<file path="config.mk">
export PLATFORM = sky130hd
export DESIGN_NAME = mem_wait_ram
export DESIGN_NICKNAME = d
export VERILOG_FILES = /design/src/rtl/mem_wait_ram.sv
export SDC_FILE = /design/constraint.sdc
export NUM_CORES = 2
export LEC_CHECK = 0
export CORE_MARGIN = 3
export CORE_UTILIZATION = 32
export DETAILED_ROUTE_END_ITERATION = 6
export PLACE_DENSITY = 0.51
export SYNTH_ARGS = -nofsm -noshare
export SYNTH_HDL_FRONTEND = slang
export SYNTH_SLANG_ARGS = --single-unit
</file>
<file path="constraint.sdc">
create_clock -name clk -period 6.9 [get_ports clk]
set_input_delay 1.38 -clock clk [delete_from_list [all_inputs] [get_ports clk]]
set_output_delay 1.38 -clock clk [all_outputs]
set_load 0.1 [all_outputs]
</file>
<file path="src/rtl/mem_wait_ram.sv">
// mem_wait_ram: single-port word RAM with a fixed number of wait states per
// access. An access is accepted in IDLE, waits WAIT cycles in BUSY, completes
// on the following edge and signals completion with a one-cycle ready pulse.
// Optional feature: define MEM_WAIT_RAM_PARITY_EN to store an even-parity bit
// with every word and flag parity mismatches on read completion.
module mem_wait_ram #(
  parameter int DATA_W = 16,
  parameter int ADDR_W = 8,
  parameter int WAIT   = 2
) (
  input  logic              clk,
  input  logic              rst,
  input  logic              req,
  input  logic              we,
  input  logic [ADDR_W-1:0] addr,
  input  logic [DATA_W-1:0] wdata,
  output logic [DATA_W-1:0] rdata,
  output logic              ready,
  output logic              busy,
  output logic              parity_err
);

  localparam int DEPTH = 2 ** ADDR_W;
`ifdef MEM_WAIT_RAM_PARITY_EN
  localparam int MEM_W = DATA_W + 1;  // data in [DATA_W-1:0], parity in [DATA_W]
`else
  localparam int MEM_W = DATA_W;
`endif
  localparam logic [3:0] WAIT_CNT = 4'(WAIT);

  typedef enum logic {
    ST_IDLE = 1'b0,
    ST_BUSY = 1'b1
  } state_t;

  // Even parity: the stored bit makes the total number of ones even.
  function automatic logic even_par(input logic [DATA_W-1:0] d);
    return ^d;
  endfunction

  logic [MEM_W-1:0]  memory [DEPTH];

  state_t            r_state;
  state_t            w_state_nxt;
  logic [3:0]        r_cnt;
  logic [3:0]        w_cnt_nxt;
  logic              w_accept;
  logic              w_done;
  logic              r_we;
  logic [ADDR_W-1:0] r_addr;
  logic [DATA_W-1:0] r_wdata;
  logic              r_ready;
  logic [DATA_W-1:0] r_rdata;
  logic [MEM_W-1:0]  w_mem_word;
  logic [MEM_W-1:0]  w_wr_word;

  assign w_mem_word = memory[r_addr];

`ifdef MEM_WAIT_RAM_PARITY_EN
  assign w_wr_word = {even_par(r_wdata), r_wdata};
`else
  assign w_wr_word = r_wdata;
`endif

  // Next-state logic: accept in IDLE, count down wait states, complete at zero.
  always_comb begin
    w_state_nxt = r_state;
    w_cnt_nxt   = r_cnt;
    w_accept    = 1'b0;
    w_done      = 1'b0;
    case (r_state)
      ST_IDLE: begin
        if (req) begin
          w_state_nxt = ST_BUSY;
          w_cnt_nxt   = WAIT_CNT;
          w_accept    = 1'b1;
        end else begin
          w_state_nxt = ST_IDLE;
        end
      end
      ST_BUSY: begin
        if (r_cnt != 4'd0) begin
          w_cnt_nxt = r_cnt - 4'd1;
        end else begin
          w_done      = 1'b1;
          w_state_nxt = ST_IDLE;
        end
      end
      default: begin
        w_state_nxt = ST_IDLE;
        w_cnt_nxt   = 4'd0;
      end
    endcase
  end

  // State, wait counter, request latch, completion pulse and read data.
  always_ff @(posedge clk or posedge rst) begin
    if (rst) begin
      r_state <= ST_IDLE;
      r_cnt   <= 4'd0;
      r_we    <= 1'b0;
      r_addr  <= '0;
      r_wdata <= '0;
      r_ready <= 1'b0;
      r_rdata <= '0;
    end else begin
      r_state <= w_state_nxt;
      r_cnt   <= w_cnt_nxt;
      r_ready <= w_done;
      if (w_accept) begin
        r_we    <= we;
        r_addr  <= addr;
        r_wdata <= wdata;
      end
      if (w_done && !r_we) begin
        r_rdata <= w_mem_word[DATA_W-1:0];
      end
    end
  end

  // Storage write on write completion; contents are never reset, and an
  // access aborted by reset never reaches completion.
  always_ff @(posedge clk) begin
    if (!rst && w_done && r_we) begin
      memory[r_addr] <= w_wr_word;
    end
  end

`ifdef MEM_WAIT_RAM_PARITY_EN
  logic r_perr;
  logic w_rd_perr;

  assign w_rd_perr = w_mem_word[DATA_W] ^ even_par(w_mem_word[DATA_W-1:0]);

  // Parity flag is updated only when a read completes.
  always_ff @(posedge clk or posedge rst) begin
    if (rst) begin
      r_perr <= 1'b0;
    end else if (w_done && !r_we) begin
      r_perr <= w_rd_perr;
    end
  end

  assign parity_err = r_perr;
`else
  assign parity_err = 1'b0;
`endif

  assign rdata = r_rdata;
  assign ready = r_ready;
  assign busy  = (r_state == ST_BUSY);

endmodule

</file>
==> impl_metrics.csv <==
group,metric,value,unit
status,status,"finished with violations",
status,failed_checks,"slew limit",
clock_tree,post_cts_resized,0,
clock_tree,cts_buffers,429,
sta,worst_slack,1.96,ns
routing,vias_per_cell,5.33,
synth,synth_top_family_by_area,"multiplexers",
routing,wl_per_cell,32.1,um
worst_setup_path,cp_cell_sequence,"buf_4 -> nor2b_4 -> a22oi_1 -> nand3_1 -> o21ai_0 -> o41ai_2 -> a31oi_1 -> o32a_1",
sta,tns,0,ns
worst_setup_path,worst_path_largest_cell_delay,1.05,ns
synth,syn_nets,7294,
clock_tree,cts_hold_buf,0,
worst_setup_path,r2r-end,"rdata[4]",
grt,overflow,0,
routing,first_iter_violations,9787,
grt,grt_pass1_vias,79000,
sta,finalCritPeriodShare,71.6,%
grt,gr-usage-all-layers,18.2,%
floorplan,ios,47,
synth,netlist_area,0.159,mm2
pwr,p_leak,56.4,nW
worst_setup_path,required,7.80,ns
pwr,p_switching,26.7,mW
clock_tree,cts_buffer_depth,4,
finish,area_delta_synth_final,15.2,%
pwr,intPower,52.0,mW
hold_path,holdCritStartpoint,"r_cnt[2]",
synth,synthSimpleGateAreaFrac,2.16,%
placed_design,port_buffers,45,
placed_design,pre_cts_ws,1.11,ns
floorplan,coreArea,0.495,mm2
sta,clock.fmax,202,MHz
clock_tree,cts_setup_buffers,0,
synth,synth_edf_count,4096,
clock_tree,cts.sinks,4143,
worst_setup_path,crit_family,"compound AO/OA/AOI/OAI gates",
finish,fin_util,37.1,%
worst_setup_path,reg2reg_slack,1.96,ns
routing,ant_nets,0,
sta,finalSetupViolations,0,
synth,synth_common_cells,"edfxtp_1, mux4_2, mux2i_1",
synth,synth_fa_ha_area_share,0.00786,%
synth,yosysSeqAreaShare,78.0,%
clock_tree,insertion_delay,1.02,ns
synth,async_flop_share,1.13,%
pwr,p_comb_share,29.0,%
sta,min_period,4.94,ns
worst_setup_path,crit_type,"register to register",
finish,drive_above_1_share,26.7,%
sta,slew_violations,76,
worst_setup_path,crit_arrival,5.85,ns
worst_setup_path,cp-startpoint,"r_addr[0]",
routing,drtPass1Iterations,7,
pwr,p_clk_share,29.4,%
hold_path,hp-class,"register to register",
routing,drt-total-wl,472000,um
synth,yosys.area.top_type,"edfxtp_1",
pwr,max-vdd-ir-drop,0.333,mV
synth,yosys.cell_types.count,65,
finish,fillers,44700,
synth,netlist_top_cells_area,"edfxtp_1, mux4_2, mux2i_1",
grt,antenna_found_initial,33,
synth,synthFlopType,"edfxtp_1",
floorplan,die_h,711,um
worst_setup_path,reg2reg_from,"r_addr[0]",
floorplan,core.rowCount,258,
synth,synth.most_common_cell,"edfxtp_1",
worst_setup_path,r2r_cells,8,
floorplan,die_x,711,um
worst_setup_path,critPathSlowestCell,"nor2b_4",
hold_path,holdPathStages,1,
floorplan,die_area,0.506,mm2
routing,vias,78300,
sta,final-hold-violation-count,0,
worst_setup_path,cp-start-kind,"register",
hold_path,hold-path-endpoint,"r_cnt[2]",
synth,ys_ff_latch,4143,
placed_design,dpl.hpwl,287000,um
synth,avgSynthCellArea,21.9,um2
finish,finalNonFillerCells,14700,
finish,seq_area,0.124,mm2
placed_design,dpl.cell_count,13900,
clock_tree,clk_pin_slew,0.06,ns
sta,whs,0.526,ns
grt,grt_pass1_wl,652000,um
worst_setup_path,cp.buffers_inverters,1,
grt,grt_max_degree,161,
routing,drc,0,
pwr,swShare,33.9,%
placed_design,place_congestion,0.839,
worst_setup_path,crit_path_end_kind,"register",
synth,synth_xor_xnor_area_share,0.00550,%
synth,synth_cells,7265,
job,maxCapViolCount,0,
clock_tree,cts-root-buf,"clkbuf_16",
sta,rsz0062_at_grt,"no",
clock_tree,cts_max_level,5,
finish,multi_input_area,0.0332,mm2
sta,skew,0.0846,ns
floorplan,initial_core_util,32.2,%
synth,synth_top_area_share,77.2,%
sta,relSlewSlack,-6.47,%
finish,fin_nets,7711,
worst_setup_path,critPathMaxFanout,30,
pwr,p_seq_share,41.7,%
sta,tightest_slew,1.60,ns
synth,yosysWarningCount,0,
pwr,p_per_area,429,mW/mm2
synth,synth_compound_area_share,2.42,%
clock_tree,cts_tree,"yes",
synth,synth_mux_area_share,16.0,%
-- stage by stage --
stage	total power, mW	cell area, um2
detailed placement	56.3	169000
global placement	56.0	169000
finish	78.6	183000
global route	81.0	183000
floorplan	46.4	159000
CTS	79.3	183000
-- sequential cells by signal, summed over array words and instances, names as in the netlist --
register and count:
r_cnt 4, r_addr 8, r_wdata 16, r_we 1, rdata 16, ready 1
memory 4096, busy 1
-- metal layers --
metal  routed length [um]  global-route usage [%]  vias to the layer above
li1                     -                       -                    31500
met4                13900                    4.92                       10
met3                34700                    3.27                      622
met1               195000                    25.0                    42800
met2               228000                    29.7                     3296
met5                   70                       0                        -
-- worst max path at each step --
stage / endpoint / slack [ns] / cells past startpoint
2_1_floorplan: memory[117][0] / 2.38 / 6
3_3_place_gp: memory[168][1] / 1.22 / 7
3_5_place_dp: memory[168][1] / 1.11 / 7
4_1_cts: rdata[0] / 1.88 / 8
5_1_grt: rdata[0] / 1.67 / 8
6_report: rdata[4] / 1.96 / 8
-- power by group through the flow --
stage                     clock [mW]  sequential, mW  combinational [mW]
after floorplan                    0            34.7                11.7
after global placement             0            33.2                22.8
after detailed placement           0            33.3                23.0
after CTS                       23.5            32.7                23.1
after global routing            24.5            32.8                23.7
final                           23.1            32.8                22.8
-- worst register-to-register path, stage by stage (launching register included) --
cell and delay (ns):
dfrtp_4 0.81, buf_4 0.67, nor2b_4 1.10, a22oi_1 0.39, nand3_1 0.21, o21ai_0 0.12
o41ai_2 0.96, a31oi_1 0.22, o32a_1 0.39
-- cells by family after synthesis --
| group | Yosys count |
|---|---|
| compound gates | 553 |
| xor+xnor | 1 |
| other cells | 1 |
| flops | 4143 |
| buf+inv | 432 |
| simple gates | 797 |
| fa+ha+maj | 1 |
| mux | 1337 |
-- cell type report --
class | count | share of cell area (%)
antenna | 18 | 0.0246
timing repair buffer | 406 | 1.99
tap | 6630 | 4.52
clock inverter | 265 | 1.52
sequential | 4143 | 67.7
clock buffer | 529 | 6.10
inverter | 12 | 0.0293
multi-input combinational | 2690 | 18.1
-- cell usage in the layout (no fill, tap or decap), types with 12 or more instances in the layout --
cell and n:
dfrtp_4 21, a31oi_1 15, a32oi_1 70, nor2_2 104, clkdlybuf4s50_1 42, edfxtp_1 4096, nand4_1 12, mux4_2 959
o221ai_1 15, clkinv_2 79, o22a_1 25, mux2_2 53, a211oi_1 19, buf_4 325, nor2_1 187, mux2i_1 325
clkinvlp_4 15, clkbuf_1 95, nor2b_1 15, nand2_1 277, nor4_1 16, buf_12 39, o211ai_1 18, clkinv_1 93
a22oi_1 94, nand2_2 12, dfrtp_1 23, a21oi_1 77, diode_2 18, bufinv_16 46, nor3_1 37, clkbuf_16 431
nand3_1 70, o22ai_1 91, o21ai_0 76
Note: power is estimated with default switching activity, not from simulation.
